[src/rtl/scs8hd_chk_pkg.sv]
// Shared types and constants for the scs8hd truth-table checker.
// Truth tables are indexed by input vector: bit k holds the expected Y for vector k.
package scs8hd_chk_pkg;

    typedef enum logic [1:0] {
        ST_IDLE   = 2'd0,
        ST_DRIVE  = 2'd1,
        ST_SAMPLE = 2'd2,
        ST_FIN    = 2'd3
    } chk_state_e;

    // a211oi: Y = !((A1&A2)|B1|C1), vector bits {C1,B1,A2,A1}
    localparam logic [15:0] SCS8HD_A211OI_TT = 16'h0007;
    // o211ai: Y = !((A1|A2)&B1&C1), same pin ordering
    localparam logic [15:0] SCS8HD_O211AI_TT = 16'h1FFF;

    // One extra bit so a sweep in which every vector fails still fits.
    function automatic int err_cnt_w(input int n_in);
        return n_in + 1;
    endfunction

    function automatic int settle_cnt_w(input int settle);
        return (settle <= 1) ? 1 : $clog2(settle);
    endfunction

endpackage

[src/rtl/scs8hd_chk_vecgen.sv]
// Input-vector counter plus settle counter for the truth-table checker.
// Requests a sample once the current vector has been held for SETTLE edges.
module scs8hd_chk_vecgen
    import scs8hd_chk_pkg::*;
#(
    parameter int N_IN   = 4,
    parameter int SETTLE = 2
) (
    input  logic            i_clk,
    input  logic            i_rst,
    input  logic            i_clr,
    input  logic            i_drive,
    input  logic            i_sample,
    output logic [N_IN-1:0] o_vec,
    output logic            o_smp_req,
    output logic            o_last
);

    localparam int              CNT_W    = settle_cnt_w(SETTLE);
    localparam logic [CNT_W-1:0] CNT_LAST = CNT_W'(SETTLE - 1);
    localparam logic [N_IN-1:0]  VEC_LAST = {N_IN{1'b1}};

    logic [CNT_W-1:0] r_cnt;
    logic [N_IN-1:0]  r_vec;
    logic             w_settled;
    logic             w_last;

    assign w_settled = (r_cnt == CNT_LAST);
    assign w_last    = (r_vec == VEC_LAST);

    // Vector advances on the sample edge; the final vector is held for the result phase.
    always_ff @(posedge i_clk or posedge i_rst) begin
        if (i_rst) begin
            r_cnt <= '0;
            r_vec <= '0;
        end else if (i_clr) begin
            r_cnt <= '0;
            r_vec <= '0;
        end else if (i_sample) begin
            r_cnt <= '0;
            if (!w_last) begin
                r_vec <= r_vec + N_IN'(1);
            end else begin
                r_vec <= r_vec;
            end
        end else if (i_drive) begin
            if (w_settled) begin
                r_cnt <= '0;
            end else begin
                r_cnt <= r_cnt + CNT_W'(1);
            end
        end else begin
            r_cnt <= r_cnt;
            r_vec <= r_vec;
        end
    end

    assign o_vec     = r_vec;
    assign o_smp_req = i_drive && w_settled;
    assign o_last    = w_last;

endmodule

[config.mk]
export PLATFORM = sky130hd
export DESIGN_NAME = scs8hd_chk_vecgen
export DESIGN_NICKNAME = d
export VERILOG_FILES = /design/src/rtl/scs8hd_chk_pkg.sv /design/src/rtl/scs8hd_chk_vecgen.sv
export SDC_FILE = /design/constraint.sdc
export NUM_CORES = 1
export LEC_CHECK = 0
export CORE_AREA = 5 5 42 44
export DETAILED_ROUTE_END_ITERATION = 8
export DIE_AREA = 0 0 47 49
export PLACE_DENSITY = 0.52
export SYNTH_ARGS = -nofsm -noshare
export SYNTH_HDL_FRONTEND = slang
export SYNTH_SLANG_ARGS = --single-unit
[constraint.sdc]
create_clock -name i_clk -period 1.9 [get_ports i_clk]
set_clock_uncertainty 0.1 [all_clocks]
set_input_delay 0.475 -clock i_clk [delete_from_list [all_inputs] [get_ports i_clk]]
set_output_delay 0.475 -clock i_clk [all_outputs]
set_load 0.1 [all_outputs]
# --- Word level (Yosys, flattened, before mapping) ---
# Index checks and enable logic that the tools add are counted.
totals:
  reg_bits: 5
  latchBits: 0
  ramBits: 0
  romBits: 0
  input_bits: 5
  output_inout_bits: 6
  n_memories: 0
op_classes:
  addsub: 2
  multipliers: 0
  div: 0
  n_lt_le_gt_ge: 0
  n_eq_ne: 2
  n_shift: 0
  n_mux: 7
  bitwise: 0
  n_reduce_logical: 4
op_table:
  columns: ["cell", "n"]
  rows:
  - ["2-to-1 mux 4 bit", 3]
  - ["adder 4 x 1 -> 4 bit, second input constant", 1]
  - ["equality test 4 bit, second input constant", 1]
  - ["2-to-1 mux 1 bit", 4]
  - ["nonzero test 3 bit", 1]
  - ["inequality test 2 bit, second input constant", 1]
  - ["AND reduction 2 bit", 1]
  - ["nonzero test 2 bit", 1]
  - ["adder 1 bit, second input constant", 1]
  - ["logical AND 1 bit", 1]

# --- Longest topological paths before layout ---
# Gate-level depths: netlist of run 1.
logic_depth:
  ltp_word: 5
  depth_mapped: 4
  mapped_depth_nobuf: 4

# --- Least setup slack after synthesis of run 1 ---
# Ideal clock, no wire load.
synth_path:
  kind: "register to register"
  start: "register r_vec[1] (netlist: o_vec[1])"
  end: "register r_vec[0] (netlist: o_vec[0])"
  arrival_time_ns: 2.022
  t_required_ns: 1.675
  slack_ns: -0.347
  path_stages_with_launch: 5
  path_buffers: 0
  period_less_slack_ns: 2.247
  path_cell_list: "dfrtp_1 > ha_1 > and3_4 > nor2b_4 > mux2_4"
synth_between:
  elab_chain_len: 3
synth_lines:
  columns: ["element", "line", "source"]
  rows:
  - ["start, declared", "scs8hd_chk_vecgen.sv:24", "logic [N_IN-1:0] r_vec;"]
  - ["start signal, assigned", "scs8hd_chk_vecgen.sv:42", "r_vec <= r_vec + N_IN'(1);"]
  - ["start signal, assigned", "scs8hd_chk_vecgen.sv:44", "r_vec <= r_vec;"]
  - ["start signal, assigned", "scs8hd_chk_vecgen.sv:54", "r_vec <= r_vec;"]
  - ["equality test 4 bit", "scs8hd_chk_vecgen.sv:29", "assign w_last = (r_vec == VEC_LAST);"]
  - ["net o_last", "scs8hd_chk_vecgen.sv:16", "output logic o_last"]
  - ["inequality test 2 bit (no line)", null, null]
  - ["AND reduction 2 bit (no line)", null, null]
# The timed path passes the listed nets, and every way through them passes these cells.
# A chain may end at the register's enable or synchronous reset.

# --- Worst setup path after layout of run 1 ---
layout_path:
  start: "input i_drive"
  end: "output o_smp_req"
layout_between:
  elab_chain_len: 1
layout_lines:
  columns: ["element", "line", "source"]
  rows:
  - ["start, declared", "scs8hd_chk_vecgen.sv:12", "input logic i_drive,"]
  - ["logical AND 1 bit", "scs8hd_chk_vecgen.sv:59", "assign o_smp_req = i_drive && w_settled;"]
  - ["end, declared", "scs8hd_chk_vecgen.sv:15", "output logic o_smp_req,"]
# Every way passes these cells.

==> metrics.log, run 1 <==
INFO  metric result_of_the_run = finished clean
INFO  metric post_synth_inst_count = 25
INFO  metric hold_viol = 0
INFO  metric dr_total_vias = 258
INFO  metric synth-edff-count = 0
INFO  metric swShare = 31.1%
INFO  metric finalSetupTns = 0 ns
INFO  metric synth_area_per_cell = between 10 and 15 um^2
INFO  metric ctsHtreeMaxLevel = 1
INFO  metric grt_remaining_overflow = 0
INFO  metric path_max_fanout = 2
INFO  metric final_max_slew_viol_count = 0
INFO  metric power.internal = 0.238 mW
INFO  metric p_leak = about 0.22 nW
INFO  metric fp.dieArea = 0.00230 mm^2
INFO  metric vdd_drop_max = 0.262 mV
INFO  metric finalSetupViolCount = 0
INFO  metric antenna_nets_post_route = 0
INFO  metric min_period_over_period = 97.6%
INFO  metric synth_compound_area_share = 5.43%
INFO  metric largest_family_of_logic_cells_by_synthesized_area = simple AND/OR/NAND/NOR gates
INFO  metric achievable-frequency = 539 MHz
INFO  metric drt_pass1_iterations = 1
INFO  metric post_detailed_routing_wire_length = 716 um
INFO  metric fp.coreArea = about 0.0014 mm^2
INFO  metric cts_num_sinks = 5
INFO  metric wp_data_required = 1.32 ns
INFO  metric crit_arrival = 1.28 ns
INFO  metric layout.core_utilization = 37.9%
INFO  metric synth_sequential_area_ratio = 45.2%
INFO  metric num_io_pins = 11
INFO  metric max_cap_viol_count = 0
INFO  metric grt_pass1_wl = 1210 um
INFO  metric critical_r2r_launch = o_vec[1]$_DFFE_PP0P_
INFO  metric critical_path.cell_chain = clkdlybuf4s50_1 > and2_4 > buf_12
INFO  metric ys_dominant_reg_cell = dfrtp_1
INFO  metric worstHoldPathType = input pin to async pin
INFO  metric portBuffers = 10
INFO  metric rsz0062_at_grt = no
INFO  metric antenna_cells = 0
INFO  metric yosys.cell_types.count = 18
INFO  metric clock_tree.root_cell = clkbuf_4
INFO  metric clock_power_share = between 30% and 40%
INFO  metric tritoncts = yes
INFO  metric placedCellCount = 52
INFO  metric finalWorstPathRequiredPeriod = 1.86 ns
INFO  metric routed_wire_length_per_instance = approximately 12 um
INFO  metric grt_busiest_layer = met2
INFO  metric layout.cells.most_common = buf_12
INFO  metric power.switching = 0.107 mW
INFO  metric relSlewSlack = between 80% and 90%
INFO  metric synth.net_count = 31
INFO  metric viasPerCell = 4.45
INFO  metric synth.area.mux_share = 9.05%
INFO  metric final.fill_count = 143
INFO  metric cp_slowest_stage_delay = roughly 0.48 ns
INFO  metric path_clk_slew = 0.04 ns
INFO  metric mappedNetlistArea = between 200 and 300 um^2
INFO  metric pwr-share-seq = 36.0%
INFO  metric synth-adder-area-share = 4.52%
INFO  metric routabilityCongestion = 0.662
INFO  metric drt_iter0_drc = 0
INFO  metric grt_start_max_net_pins = 8
INFO  metric worst_pin_slew = 0.227 ns
INFO  metric final_nets = 49
INFO  metric post-dp-hpwl = 506 um
INFO  metric layout.cells.non_filler = 58
INFO  metric cts-buffers-inserted = 3
INFO  metric clock_latency_of_the_later_clocked_register_in_the_worst_skew_pair = 0.24 ns
INFO  metric cpMaxStageDelayCell = clkdlybuf4s50_1
INFO  metric area_growth = 91.9%
INFO  metric die_width = 47 um
INFO  metric kind_of_cell_adding_the_most_delay_to_the_critical_path = buffers and inverters
INFO  metric mostFrequentLayoutCells = buf_12, clkdlybuf4s50_1, clkbuf_4, buf_4
INFO  metric synthesized_area_fraction_occupied_by_and_or_nand_nor_cells = between 30% and 40%
INFO  metric clock_path_buffers = 2
INFO  metric crit_path_start_kind = input pin
INFO  metric pwr-share-comb = 28.2%
INFO  metric global_route.usage.met1 = 8.24%
INFO  metric use_met3 = 5.17%
INFO  metric stdcell_area = 531 um^2
INFO  metric drive_gt1_share = 50.0%
INFO  metric postSynth.asyncResetShare = 100%
INFO  metric groute.usage.overall = under 10%
INFO  metric via_count_of_the_first_global_routing_pass = 268
INFO  metric ys_warn_count = 0
INFO  metric synthXorXnorAreaFrac = 3.17%
INFO  metric power_density = between 600 and 700 mW/mm^2
INFO  metric ys_seq_elements = 5
INFO  metric dpl-instance-area = 474 um^2
INFO  metric drt_drc_violations_left = 0
INFO  metric cts_hold_buf = 0
INFO  metric type_of_element_capturing_the_critical_path = output pin
INFO  metric die_height = 49 um
INFO  metric critical_path.n_buffers_inverters = 2
INFO  metric grt_antenna_before_repair = 0
INFO  metric grt_util_met2 = 10.4%
INFO  metric core.rowCount = 14
INFO  metric critPathKind = input pin to output pin
INFO  metric initial_utilization = 19.7%
INFO  metric crit_path_start = i_drive
-- power groups by stage --
stage               sequential (mW)  combinational, mW  clock (mW)
global placement              0.125             0.0893           0
finish                        0.124             0.0975       0.123
global route                  0.125              0.104       0.139
floorplan                     0.152             0.0231           0
CTS                           0.124             0.0909       0.128
detailed placement            0.125             0.0901           0
-- flip-flops by register name (all words and copies together) (netlist names) --
signal / cells
o_vec: 4
r_cnt: 1
-- stage by stage --
step	total power [mW]	hold WS [ns]	setup WS, ns
after floorplan	0.175	0.153	0.0651
after global placement	0.214	0.440	0.0292
after detailed placement	0.215	0.443	0.0198
after CTS	0.343	0.337	0.0144
after global routing	0.367	0.354	0.0125
final	0.345	0.333	0.0447
-- worst paths after layout --
kind	end	slack (ns)	depth (start not counted)
max in group asynchronous	o_vec[1]$_DFFE_PP0P_	1.18	2
min in group i_clk	r_cnt$_DFFE_PP0P_	0.47	2
max	o_smp_req	0.04	3
min	r_cnt$_DFFE_PP0P_	0.33	2
min reg2reg	r_cnt$_DFFE_PP0P_	0.47	2
max reg2reg	o_vec[0]$_DFFE_PP0P_	0.27	5
-- synth_stat cells (2+ instances only) --
cell type | n | share of area [%]
a21oi_1 | 2 | 3.6
nand2b_1 | 2 | 4.5
nor3_1 | 2 | 3.6
dfrtp_1 | 5 | 45
-- worst reg2reg max path, stage by stage, from the launching register on --
cell     delay, ns
dfrtp_4       0.51
ha_4          0.18
and3_4        0.16
buf_4         0.14
nor2b_4       0.12
mux2_4        0.30
-- cell type report --
cell class / count / area (um^2) / share of cell area [%]
Sequential cell: 5 / 135 / 25.5
Tap cell: 16 / 20.0 / 3.77
Timing Repair Buffer: 13 / 183 / 34.4
Inverter: 1 / 3.75 / 0.708
Multi-Input combinational cell: 19 / 163 / 30.7
Clock buffer: 4 / 26.3 / 4.95
-- repair_timing --
item | in CTS | in global routing
endpoints found under the setup margin | 1 | 2
gates cloned | 0 | 0
buffers inserted | 0 | 2
resized for setup | 1 | 2
-- metal layers --
| metal | share of wire (%) | wire length [um] |
|---|---|---|
| met5 | 0 | 0 |
| met4 | 2.9 | 21 |
| met3 | 14 | 97 |
| met2 | 45 | 321 |
| met1 | 38 | 275 |
-- cells by family (layout without fill, tap and decap cells) --
group,after synthesis,after routing
AND/OR/NAND/NOR,12,12
flip-flops,5,5
AO/OA/AOI/OAI,3,3
multiplexers,2,2
adder cells (fa/ha/maj),1,1
XOR/XNOR,1,1
buffers and inverters,1,18
No activity file was read; power rests on OpenSTA's default activity.
==> inputs of run 2 (changes only) <==
--- a/config.mk
+++ b/config.mk
@@ -6,9 +6,11 @@
 export NUM_CORES = 1
 export LEC_CHECK = 0
 export CORE_AREA = 5 5 42 44
+export CTS_CLUSTER_SIZE = 8
 export DETAILED_ROUTE_END_ITERATION = 8
 export DIE_AREA = 0 0 47 49
 export PLACE_DENSITY = 0.52
+export REMOVE_ABC_BUFFERS = 1
 export SYNTH_ARGS = -nofsm -noshare
 export SYNTH_HDL_FRONTEND = slang
 export SYNTH_SLANG_ARGS = --single-unit
==> run 2 against run 1 <==
  * Clock-buffer cell count unchanged
  * Clock power increased by 3%
  * First-iteration DRC count increased by 4
  * Highest routed layer unchanged
  * Final cell count decreased by 1.7%
==> metrics.log, run 2 (same netlist as run 1, synthesis figures left out) <==
INFO  metric worst_pin_slew = 0.233 ns (was 0.227 ns)
INFO  metric drive_gt1_share = 41.5% (was 50.0%)
INFO  metric crit_arrival = 1.28 ns (about the same)
INFO  metric cts-buffers-inserted = 3 (unchanged)
INFO  metric grt_antenna_before_repair = 0 (unchanged)
INFO  metric final_max_slew_viol_count = 0 (unchanged)
INFO  metric flip_flop_count_of_the_largest_register_after_layout = 4 (unchanged)
INFO  metric layout.cells.most_common = buf_12 (unchanged)
INFO  metric seq_area = 126 um^2 (was 135 um^2)
INFO  metric crit_path_start_kind = input pin (unchanged)
INFO  metric cts_num_sinks = 5 (unchanged)
INFO  metric power_density = 677 mW/mm^2 (was 651 mW/mm^2)
INFO  metric multi_input_comb_area = 153 um^2 (was 163 um^2)
INFO  metric antenna_nets_post_route = 0 (unchanged)
INFO  metric min_period_over_period = 97.5% (was 97.6%)
INFO  metric cts_hold_buf = 0 (unchanged)
INFO  metric fp.coreArea = 0.00140 mm^2 (unchanged)
INFO  metric dr_total_vias = 243 (was 258)
INFO  metric drt_iter0_drc = 4 (was 0)
INFO  metric wp_data_required = 1.32 ns (about the same)
INFO  metric layout.cells.non_filler = 57 (was 58)
INFO  metric tritoncts = yes (unchanged)
INFO  metric clock_tree.root_cell = clkbuf_4 (unchanged)
INFO  metric max_cap_viol_count = 0 (unchanged)
INFO  metric clock_latency_of_the_later_clocked_register_in_the_worst_skew_pair = 0.25 ns (was 0.24 ns)
INFO  metric ctsHtreeMaxLevel = 1 (unchanged)
INFO  metric p_leak = 0.221 nW (was 0.222 nW)
INFO  metric grt_pass1_wl = 1060 um (was 1210 um)
INFO  metric fp.dieArea = 0.00230 mm^2 (unchanged)
INFO  metric antenna_cells = 0 (unchanged)
INFO  metric clock_path_buffers = 2 (unchanged)
INFO  metric post_detailed_routing_wire_length = 656 um (was 716 um)
INFO  metric via_count_of_the_first_global_routing_pass = 249 (was 268)
INFO  metric critPathKind = input pin to output pin (unchanged)
INFO  metric relSlewSlack = 84.4% (was 84.8%)
INFO  metric initial_utilization = 19.7% (unchanged)
INFO  metric path_max_fanout = 2 (unchanged)
INFO  metric regToRegSetupSlack = 0.43 ns (was 0.27 ns)
INFO  metric mostFrequentLayoutCells = buf_12, clkdlybuf4s50_1, dfrtp_1, clkbuf_4 (was buf_12, clkdlybuf4s50_1, clkbuf_4, buf_4)
INFO  metric routabilityCongestion = 0.664 (was 0.662)
INFO  metric groute.usage.overall = 6.77% (was 7.92%)
INFO  metric type_of_element_capturing_the_critical_path = output pin (unchanged)
INFO  metric routed_wire_length_per_instance = 11.5 um (was 12.3 um)
INFO  metric viasPerCell = 4.26 (was 4.45)
INFO  metric path_clk_slew = 0.04 ns (about the same)
INFO  metric result_of_the_run = finished clean (unchanged)
INFO  metric finalWorstPathRequiredPeriod = 1.85 ns (was 1.86 ns)
INFO  metric final_nets = 48 (was 49)
INFO  metric hold_viol = 0 (unchanged)
INFO  metric drt_pass1_iterations = 2 (was 1)
INFO  metric finalSetupViolCount = 0 (unchanged)
INFO  metric die_height = 49 um (unchanged)
INFO  metric drt_drc_violations_left = 0 (unchanged)
INFO  metric vdd_drop_max = 0.276 mV (was 0.262 mV)
INFO  metric grt_start_max_net_pins = 8 (unchanged)
INFO  metric grt_remaining_overflow = 0 (unchanged)
INFO  metric num_io_pins = 11 (unchanged)
INFO  metric final.fill_count = 146 (was 143)
INFO  metric core.rowCount = 14 (unchanged)
INFO  metric area_growth = 82.4% (was 91.9%)
INFO  metric portBuffers = 10 (unchanged)
INFO  metric rsz0062_at_grt = no (unchanged)
INFO  metric achievable-frequency = 540 MHz (was 539 MHz)
INFO  metric layout.core_utilization = 36.0% (was 37.9%)
INFO  metric placedCellCount = 52 (unchanged)
INFO  metric die_width = 47 um (unchanged)
INFO  metric worstHoldPathType = input pin to async pin (unchanged)
run 2: cell count changes in the layout (fill, tap and decap cells not counted):
| cell | delta |
|---|---|
| dfrtp_2 | -1 |
| dfrtp_1 | +3 |
| ha_2 | +1 |
| dfrtp_4 | -2 |
| ha_4 | -1 |
| buf_4 | -1 |
run 2: final timing paths:
path	from	endpoint	cells after the start
setup / recovery	i_drive	o_smp_req	3
hold / removal	i_rst	r_cnt$_DFFE_PP0P_	2
setup reg to reg	o_vec[0]$_DFFE_PP0P_	o_vec[0]$_DFFE_PP0P_	4
hold reg to reg	r_cnt$_DFFE_PP0P_	r_cnt$_DFFE_PP0P_	2
max in group asynchronous	i_rst	o_vec[0]$_DFFE_PP0P_	2
min in group i_clk	r_cnt$_DFFE_PP0P_	r_cnt$_DFFE_PP0P_	2
run 2: per-layer routing:
layer  wire, um  vias to the layer above  global-route usage [%]
li1           -                      120                       -
met1        292                      107                    8.85
met2        264                       13                    8.14
met3         73                        3                    2.95
met4         25                        0                    5.53
met5          0                        -                       0
run 2: report_power, final:
group,total (mW),switching [mW],internal [mW]
Clock,0.127,0.0471,0.0796
Sequential,0.119,0.00608,0.112
Combinational,0.0959,0.0540,0.0419
Total,0.341,0.107,0.234
run 2: metrics by stage:
stage / total power [mW] / cell area [um^2] / TNS [ns] / hold WS [ns] / setup slack [ns]
global route: 0.359 / 504 / 0 / 0.376 / 0.00784
detailed placement: 0.211 / 464 / 0 / 0.440 / 0.00826
finish: 0.341 / 504 / 0 / 0.339 / 0.0473
floorplan: 0.172 / 277 / -1.06 / 0.154 / -0.347
global placement: 0.211 / 464 / 0 / 0.436 / 0.0257
CTS: 0.348 / 499 / 0 / 0.343 / 0.00291
run 2: layout make-up:
type                       instances  area share (%)
timing repair buffer              12            34.7
multi-input combinational         19            30.3
sequential                         5            25.1
clock buffer                       4            5.21
tap                               16            3.97
inverter                           1           0.744
run 2: critical path, stage by stage:
cell and delay (ns):
clkdlybuf4s50_1 0.48, and2_4 0.16, buf_12 0.16
run 2: repair_timing:
action / 4_1_cts / 5_1_grt
endpoints found under the setup margin: 1 / 2
setup buffers: 1 / 0
gates resized for setup: 1 / 2
==> inputs of run 3 (changes only) <==
--- a/config.mk
+++ b/config.mk
@@ -5,12 +5,14 @@
 export SDC_FILE = /design/constraint.sdc
 export NUM_CORES = 1
 export LEC_CHECK = 0
+export ABC_AREA = 1
 export CORE_AREA = 5 5 42 44
 export CTS_CLUSTER_SIZE = 8
 export DETAILED_ROUTE_END_ITERATION = 8
 export DIE_AREA = 0 0 47 49
-export PLACE_DENSITY = 0.52
+export PLACE_DENSITY = 0.53
 export REMOVE_ABC_BUFFERS = 1
 export SYNTH_ARGS = -nofsm -noshare
 export SYNTH_HDL_FRONTEND = slang
 export SYNTH_SLANG_ARGS = --single-unit
+export TNS_END_PERCENT = 50
==> run 3 against run 2 <==
  * Sequential cell count stayed put
  * Register-to-register slack improved by 0.22 ns
  * Final cell count is 18% higher
  * Sequential power about the same
  * Total power is 0.33% lower
  * Via count up 12%
  * Synthesized area rose by 0.91%
  * Highest routed layer unchanged
  * Worst hold slack lost 0.0058 ns
  * Critical endpoint unchanged
==> metrics.log, run 3 <==
INFO  metric result_of_the_run = finished clean (unchanged)
INFO  metric clock_tree.root_cell = clkbuf_4 (unchanged)
INFO  metric grt_pass1_wl = 959 um (was 1060 um)
INFO  metric dr_total_vias = 272 (was 243)
INFO  metric grt_busiest_layer = met2 (was met1)
INFO  metric stdcell_area = 497 um^2 (was 504 um^2)
INFO  metric relSlewSlack = 81.8% (was 84.4%)
INFO  metric antenna_cells = 0 (unchanged)
INFO  metric grt_remaining_overflow = 0 (unchanged)
INFO  metric post-dp-hpwl = 516 um
INFO  metric die_width = 47 um (unchanged)
INFO  metric ys_seq_elements = 5 (unchanged)
INFO  metric via_count_of_the_first_global_routing_pass = 244 (was 249)
INFO  metric power.internal = 0.232 mW (was 0.234 mW)
INFO  metric num_io_pins = 11 (unchanged)
INFO  metric type_of_element_capturing_the_critical_path = output pin (unchanged)
INFO  metric cts_num_sinks = 5 (unchanged)
INFO  metric critical_path.cell_chain = clkdlybuf4s50_1 > nand2_1 > inv_1 > buf_12 (was clkdlybuf4s50_1 > and2_4 > buf_12)
INFO  metric drt_pass1_iterations = 2 (unchanged)
INFO  metric grt_antenna_before_repair = 0 (unchanged)
INFO  metric logic_depth_of_the_worst_register_to_register_path = 7 (was 4)
INFO  metric synth_area_per_cell = 7.75 um^2 (was 11.1 um^2)
INFO  metric initial_utilization = 19.9% (was 19.7%)
INFO  metric post_detailed_routing_wire_length = 583 um (was 656 um)
INFO  metric achievable-frequency = 538 MHz (was 540 MHz)
INFO  metric synth_area_leaders = dfrtp_1, nand2_1, nand3_1 (was dfrtp_1, mux2_4, nor2b_4)
INFO  metric final_nets = 58 (was 48)
INFO  metric worstSetupPathDepth = 4 (was 3)
INFO  metric portBuffers = 10 (unchanged)
INFO  metric critical_path.reg2reg.endpoint = o_vec[1]$_DFFE_PP0P_ (was o_vec[0]$_DFFE_PP0P_)
INFO  metric max_cap_viol_count = 0 (unchanged)
INFO  metric drt_drc_violations_left = 0 (unchanged)
INFO  metric worstHoldPathType = input pin to async pin (unchanged)
INFO  metric netlist.area_leader.share = 44.8% (was 45.2%)
INFO  metric flip_flop_count_of_the_largest_register_after_layout = 4 (unchanged)
INFO  metric crit_arrival = 1.28 ns (about the same)
INFO  metric yosys.cell_types.count = 14 (was 18)
INFO  metric routabilityCongestion = 0.614 (was 0.664)
INFO  metric clock_latency_of_the_later_clocked_register_in_the_worst_skew_pair = 0.23 ns (was 0.25 ns)
INFO  metric layout.cells.most_common = nand2_1 (was buf_12)
INFO  metric groute.usage.overall = 6.15% (was 6.77%)
INFO  metric critical_r2r_launch = o_vec[1]$_DFFE_PP0P_ (was o_vec[0]$_DFFE_PP0P_)
INFO  metric critical_path.n_buffers_inverters = 3 (was 2)
INFO  metric pwr-share-comb = 30.4% (was 28.1%)
INFO  metric drive_gt1_share = 35.3% (was 41.5%)
INFO  metric path_clk_slew = 0.04 ns (about the same)
INFO  metric cpMaxStageDelayCell = clkdlybuf4s50_1 (unchanged)
INFO  metric mostFrequentLayoutCells = nand2_1, buf_12, inv_1, clkdlybuf4s50_1, dfrtp_1 (was buf_12, clkdlybuf4s50_1, dfrtp_1, clkbuf_4)
INFO  metric library_cell_with_the_largest_summed_area_after_synthesis = dfrtp_1 (unchanged)
INFO  metric cp_slowest_stage_delay = 0.47 ns (was 0.48 ns)
INFO  metric synth-edff-count = 0 (unchanged)
INFO  metric viasPerCell = 4.06 (was 4.26)
INFO  metric crit_path_start_kind = input pin (unchanged)
INFO  metric area_growth = 78.0% (was 82.4%)
INFO  metric postSynth.asyncResetShare = 100% (unchanged)
INFO  metric swShare = 31.9% (was 31.4%)
INFO  metric antenna_nets_post_route = 0 (unchanged)
INFO  metric post_synth_inst_count = 36 (was 25)
INFO  metric tritoncts = yes (unchanged)
INFO  metric regToRegSetupSlack = 0.65 ns (was 0.43 ns)
INFO  metric fp.coreArea = 0.00140 mm^2 (unchanged)
INFO  metric worst_pin_slew = 0.273 ns (was 0.233 ns)
INFO  metric fp.dieArea = 0.00230 mm^2 (unchanged)
INFO  metric min_period_over_period = 97.8% (was 97.5%)
INFO  metric drt_iter0_drc = 3 (was 4)
INFO  metric finalWorstSetupSlack = 0.0424 ns (was 0.0473 ns)
INFO  metric clock_path_buffers = 2 (unchanged)
INFO  metric core.rowCount = 14 (unchanged)
INFO  metric grt_start_max_net_pins = 7 (was 8)
INFO  metric path_max_fanout = 2 (unchanged)
INFO  metric clock_power_share = 34.2% (was 37.1%)
INFO  metric yosys-top-cells-count = nand2_1, dfrtp_1, inv_1 (was dfrtp_1, a21oi_1, nand2b_1, nor3_1)
INFO  metric power.switching = 0.108 mW (was 0.107 mW)
INFO  metric power_density = 685 mW/mm^2 (was 677 mW/mm^2)
INFO  metric mappedNetlistArea = 279 um^2 (was 277 um^2)
INFO  metric p_leak = 0.260 nW (was 0.221 nW)
INFO  metric cts-buffers-inserted = 3 (unchanged)
INFO  metric ys_warn_count = 0 (unchanged)
INFO  metric hold_viol = 0 (unchanged)
INFO  metric ctsHtreeMaxLevel = 1 (unchanged)
INFO  metric vdd_drop_max = 0.237 mV (was 0.276 mV)
INFO  metric critPathKind = input pin to output pin (unchanged)
INFO  metric routed_wire_length_per_instance = 8.70 um (was 11.5 um)
INFO  metric place_ws = 0.0354 ns (was 0.00826 ns)
INFO  metric grt_util_met2 = 8.82% (was 8.14%)
INFO  metric finalWorstPathRequiredPeriod = 1.86 ns (was 1.85 ns)
INFO  metric rsz0062_at_grt = no (unchanged)
INFO  metric dpl-instance-area = 467 um^2 (was 464 um^2)
INFO  metric ys_dominant_reg_cell = dfrtp_1 (unchanged)
INFO  metric global_route.usage.met1 = 6.01% (was 8.85%)
INFO  metric final_max_slew_viol_count = 0 (unchanged)
INFO  metric yosys.cell_count.top_type = nand2_1 (was dfrtp_1)
INFO  metric wp_data_required = 1.32 ns (about the same)
INFO  metric kind_of_cell_adding_the_most_delay_to_the_critical_path = buffers and inverters (unchanged)
INFO  metric use_met3 = 3.32% (was 2.95%)
INFO  metric synth_sequential_area_ratio = 44.8% (was 45.2%)
INFO  metric pwr-share-seq = 35.4% (was 34.7%)
INFO  metric die_height = 49 um (unchanged)
INFO  metric finalSetupViolCount = 0 (unchanged)
==> run 3: timing repair <==
item                                    CTS  global route
hold buffers                              0             0
endpoints found under the hold margin     0             0
endpoints found under the setup margin    0             1
buffers inserted                          0             0
resized for setup                         0             2
==> run 3: stage by stage <==
stage / instances / power [mW] / util [%] / setup TNS, ns / hold WS, ns
6_report: 67 / 0.340 / 35.4 / 0 / 0.333
5_1_grt: 67 / 0.364 / 35.4 / 0 / 0.340
4_1_cts: 67 / 0.346 / 35.2 / 0 / 0.333
3_5_place_dp: 63 / 0.225 / 33.3 / 0 / 0.486
3_3_place_gp: 63 / 0.225 / 33.3 / 0 / 0.474
2_1_floorplan: 36 / 0.180 / - / -0.695 / 0.154
==> run 3: how the worst max path moves through the flow <==
stage	slack (ns)	end	from
after detailed placement	0.04	o_smp_req	i_drive
after global routing	0.009	o_last	o_vec[1]$_DFFE_PP0P_
after global placement	0.05	o_smp_req	i_drive
final	0.04	o_smp_req	i_drive
after CTS	0.009	o_last	o_vec[1]$_DFFE_PP0P_
after floorplan	-0.69	o_last	o_vec[0]$_DFFE_PP0P_
==> run 3: layer usage <==
| layer | share of wire (%) | vias to the layer above | routed length, um |
|---|---|---|---|
| met2 | 53 | 4 | 310 |
| li1 | - | 141 | - |
| met1 | 40 | 125 | 234 |
| met3 | 5.0 | 2 | 29 |
| met5 | 0 | - | 0 |
| met4 | 1.4 | 0 | 8 |
==> run 3: area by class of cell <==
type	instances	area, um^2
Fill cell	159	905
Timing Repair Buffer	11	168
Multi-Input combinational cell	24	129
Sequential cell	5	126
Inverter	7	27.5
Clock buffer	4	26.3
Tap cell	16	20.0
==> run 3: power by group through the flow <==
| stage | logic, mW | clock network (mW) | registers, mW |
|---|---|---|---|
| 3_5_place_dp | 0.104 | 0 | 0.121 |
| 6_report | 0.103 | 0.116 | 0.120 |
| 2_1_floorplan | 0.0230 | 0 | 0.157 |
| 5_1_grt | 0.109 | 0.134 | 0.121 |
| 3_3_place_gp | 0.104 | 0 | 0.121 |
| 4_1_cts | 0.104 | 0.122 | 0.120 |
==> run 3: cell families after synthesis <==
logic type / count (synthesis) / synth area share [%]
AOI/OAI and AO/OA: 1 / 1.79
xor gates and xnor gates: 1 / 3.14
adders and majority gates: 1 / 4.48
buffers and inverters: 7 / 9.86
DFF: 5 / 44.8
and+or+nand+nor: 21 / 35.9
==> RTL change 1 (config.mk and constraints of run 3) <==
Add an input register stage for `i_drive`, without a reset; this delays it by one clock. The other inputs are not delayed to match.
--- a/src/rtl/scs8hd_chk_vecgen.sv
+++ b/src/rtl/scs8hd_chk_vecgen.sv
@@ -21,2 +21,8 @@
     localparam logic [N_IN-1:0]  VEC_LAST = {N_IN{1'b1}};
+
+    logic i_drive_q;
+
+    always_ff @(posedge i_clk) begin
+        i_drive_q <= i_drive;
+    end
 
@@ -45,3 +51,3 @@
             end
-        end else if (i_drive) begin
+        end else if (i_drive_q) begin
             if (w_settled) begin
@@ -58,3 +64,3 @@
     assign o_vec     = r_vec;
-    assign o_smp_req = i_drive && w_settled;
+    assign o_smp_req = i_drive_q && w_settled;
     assign o_last    = w_last;
Check against the original RTL: not equivalent (a bounded check fails within 4 cycles, from zero or initial values and one cycle with i_rst high).
==> RTL change 1 against run 3 <==
- cell count is 3.0% higher
- synthesized area is 9.0% higher
- total power is 13% higher
- cell area is 5.8% higher
- worst setup slack better by 74 ps
- combinational power is 12% higher
- largest cell class unchanged
- clock power is 10% higher
- sequential cell count is 1 higher
- synthesized cell count is 2.8% higher
- routed wire length is 10% higher
==> RTL change 1: results (changes against run 3) <==
status -> finished clean
Vias/cell -> 4.217 (+3.9%)
final WL -> 644 um (+10%)
type of the tightest min-delay check -> primary input to async pin
CP delay by family, top -> flip-flops
Area after DPL -> 499.2 um^2 (+7.0%)
GR Util met3 -> 4.428% (+1.1 points)
layout cells sized above 1 -> 30.19% (-5.1 points)
DRT Pass-1 Iters -> 2 (unchanged)
adder-cell share of the synthesized area -> 4.115% (-0.37 points)
top cells by count, synth -> nand2_1 (11), inv_1 (6), dfrtp_1 (5)
worst rel slew slack -> 83.01% (+1.2 points)
global-route wire length before repair -> 1117 um (+16%)
met1 Use GR -> 7.982% (+2.0 points)
post-synthesis async set-or-reset flop share -> 83.33% (-17 points)
Synth Area in Compound Gates -> 4.527% (+2.7 points)
CTS Buf Count -> 3 (unchanged)
ANT cells -> 0 (unchanged)
total power -> 0.0003840 W (+13%)
post-synthesis sequential area ratio -> 47.74% (+2.9 points)
post-route insts no fill -> 69 (+3.0%)
Peak VDD IR -> 341.7 uV (+44%)
Worst path slowest cell -> dfrtp_1
cts repair resizes -> 0 (unchanged)
met2 Use GR -> 8.371% (-0.45 points)
top post-synthesis cells by area -> dfrtp_1 (41%), nand2_1 (14%), inv_1 (7.4%), dfxtp_1 (6.6%), ha_1 (4.1%)
met3 wire length -> 71 um (+140%)
mux contribution to synthesized area -> 0% (unchanged)
switching pwr -> 0.0001255 W (+16%)
initial antenna violation count -> 0 (unchanged)
Final Net Count -> 60 (+3.4%)
Place WS -> 323.9 ps (+288.5 ps)
met2 wire length -> 275 um (-11%)
routability congestion estimate -> 0.7297 (+19%)
distinct cell type count after synthesis -> 15 (+1)
Largest register FFs -> 4 (unchanged)
1st-iter DRT viols -> 4 (+1)
largest family of logic cells by synthesized area -> simple AND/OR/NAND/NOR gates
vias in the first global route -> 282 (+16%)
Clock Latency Late Sink -> 250 ps (+20 ps)
post-detail-place hpwl -> 558.3 um (+8.3%)
Crit path largest cell delay -> 350 ps (-120 ps)
CP max FO -> 3 (+1)
Setup Buffers After CTS -> 0 (unchanged)
GRT Util Overall -> 7.062% (+0.91 points)
comb pwr -> 0.000115 W (+12%)
Arrival @ worst endpoint -> 1210 ps (-70 ps)
Lkg Pwr -> 0.2738 nW (+5.2%)
Ys Warns -> 0 (unchanged)
xor-xnor portion of the synthesized cell area -> 0% (-3.1 points)
Post-Synthesis Cells -> 37 (+2.8%)
Routed Antenna Nets -> 0 (unchanged)
Clk pwr share -> 33.4% (-0.8 points)
dpl cells -> 65 (+3.2%)
Clock transition at path regs -> 50 ps
Pwr per Cell Area -> 730.8 nW/um^2 (+6.7%)
wire length on met1 -> 273 um (+17%)
Port Buffer Count -> 10 (unchanged)
==> RTL change 1: cells by family (layout without fill, tap and decap cells) <==
logic type	after synthesis	count (layout)
adders and majority gates	1	1
buffers and inverters	7	23
DFF	6	6
and+or+nand+nor	21	21
AOI/OAI and AO/OA	2	2
==> RTL change 1: area by class of cell <==
cell class	instances	area [um^2]
Fill cell	155	875.8
Timing Repair Buffer	12	175.2
Sequential cell	6	145.1
Multi-Input combinational cell	24	131.4
Inverter	7	27.53
Clock buffer	4	26.28
Tap cell	16	20.02
==> RTL change 1: path summary, 6_finish.rpt <==
kind                           start  endpoint  slack, ps  cells after the start
setup / recovery            o_vec[1]    o_last        120                      4
hold / removal                 i_rst  o_vec[1]        330                      2
setup reg to reg            o_vec[0]  o_vec[3]        660                      7
hold reg to reg            i_drive_q     r_cnt        390                      2
max in group asynchronous      i_rst  o_vec[2]       1190                      2
min in group i_clk         i_drive_q     r_cnt        390                      2
==> RTL change 2 (config.mk and constraints of run 3) <==
Without the edit above. Set the parameter `SETTLE` to 4 (it was 2).
--- a/src/rtl/scs8hd_chk_vecgen.sv
+++ b/src/rtl/scs8hd_chk_vecgen.sv
@@ -6,3 +6,3 @@
     parameter int N_IN   = 4,
-    parameter int SETTLE = 2
+    parameter int SETTLE = 4
 ) (
Formal check against the unedited RTL: not equivalent (Yosys sat finds a counterexample within 4 cycles, from zero or initial values and one cycle with i_rst high).
==> RTL change 2 against run 3 <==
- sequential power rose by 18%
- via count is 21% higher
- sequential share of layout area increased by 1.2 points
- worst setup slack better by 19 ps
- routed wire length grew 26%
- cell count grew 12%
- critical path depth unchanged
- total power grew 7.6%
- synthesized area rose by 21%
- cell area rose by 13%
- sequential cell count is 1 higher
- critical endpoint unchanged
- largest cell class unchanged
==> RTL change 2: results (changes against run 3) <==
status -> finished clean
Place WS -> 56.51 ps (+21.10 ps)
xor-xnor portion of the synthesized cell area -> 0% (-3.1 points)
Peak VDD IR -> 301.6 uV (+27%)
Sw Share -> 31.61% (-0.30 points)
layout cells sized above 1 -> 27.12% (-8.2 points)
Area after DPL -> 540.5 um^2 (+16%)
Ys Warns -> 0 (unchanged)
ANT cells -> 0 (unchanged)
GRT Util Overall -> 7.720% (+1.6 points)
global-route wire length before repair -> 1207 um (+26%)
Clock transition at path regs -> 40 ps (about the same)
Lkg Pwr -> 0.3086 nW (+19%)
CTS Buf Count -> 3 (unchanged)
Final Net Count -> 68 (+17%)
top post-synthesis cells by area -> dfrtp_1 (44%), nand2_1 (12%), inv_1 (7.8%), ha_1 (7.4%), nor2_1 (4.4%)
adder-cell share of the synthesized area -> 7.407% (+2.9 points)
dpl cells -> 72 (+14%)
top cells by count, synth -> nand2_1 (11), inv_1 (7), dfrtp_1 (6)
Crit path largest cell delay -> 470 ps (about the same)
Vias -> 329 (+21%)
post-synthesis sequential area ratio -> 44.44% (-0.40 points)
syn_area_per_cell -> 7.856 um^2 (+1.4%)
distinct cell type count after synthesis -> 13 (-1)
post-detail-place hpwl -> 639.3 um (+24%)
vias in the first global route -> 302 (+24%)
1st-iter DRT viols -> 9 (+6)
Synth Area in Compound Gates -> 8.889% (+7.1 points)
Vias/cell -> 4.387 (+8.1%)
Routed WL per cell -> 9.800 um (+13%)
Worst-Margin Slew -> 261.1 ps (-11.66 ps)
routability congestion estimate -> 0.7712 (+26%)
mux contribution to synthesized area -> 0% (unchanged)
Port Buffer Count -> 10 (unchanged)
RTL change 2: kinds of logic after synthesis:
kind of cell	after synthesis
DFF	6
buffers and inverters	8
adders and majority gates	2
AOI/OAI and AO/OA	5
and+or+nand+nor	22
RTL change 2: layout make-up:
type,instances,area [um^2]
clock buffers,3,22.52
flip-flops and latches,6,150.1
well taps,16,20.02
fillers,152,838.3
repair buffers,13,182.7
multi-input cells,29,156.4
inverters,8,31.28
RTL change 2: through the flow:
| stage | power [W] | utilization, % |
|---|---|---|
| after floorplan | 0.0002043 | - |
| after global placement | 0.0002552 | 38.57 |
| after detailed placement | 0.0002573 | 38.57 |
| after CTS | 0.0003745 | 40.18 |
| after global routing | 0.0003892 | 40.18 |
| final | 0.0003660 | 40.18 |
RTL change 2: layer usage:
metal	global-route usage [%]	vias up	wire length [um]
met5	0	-	0
met4	4.147	0	6
met3	4.428	2	45
met2	10.86	7	355
met1	8.949	151	327
li1	-	169	-
RTL change 2: worst paths after layout:
| kind | from | end | slack [ps] | depth (start not counted) |
|---|---|---|---|---|
| max in group asynchronous | i_rst | r_cnt[1] | 1170 | 2 |
| max | i_drive | o_smp_req | 60 | 4 |
| min in group i_clk | r_cnt[1] | r_cnt[1] | 430 | 2 |
| max reg2reg | o_vec[0] | o_vec[3] | 640 | 7 |
| min reg2reg | r_cnt[1] | r_cnt[1] | 430 | 2 |
| min | i_rst | o_vec[0] | 340 | 2 |
RTL change 2: critical path: cells and delay by family:
| kind | cells | cell delay [ps] |
|---|---|---|
| buf+inv | 3 | 740 |
| simple gates | 1 | 50 |
RTL change 2: power groups by stage:
stage	registers, W	logic (W)	clock network, W
after floorplan	0.000183	0.0000213	0
after global placement	0.000143	0.000113	0
after detailed placement	0.000143	0.000114	0
after CTS	0.000141	0.000114	0.000119
after global routing	0.000142	0.000119	0.000128
final	0.000141	0.000113	0.000112
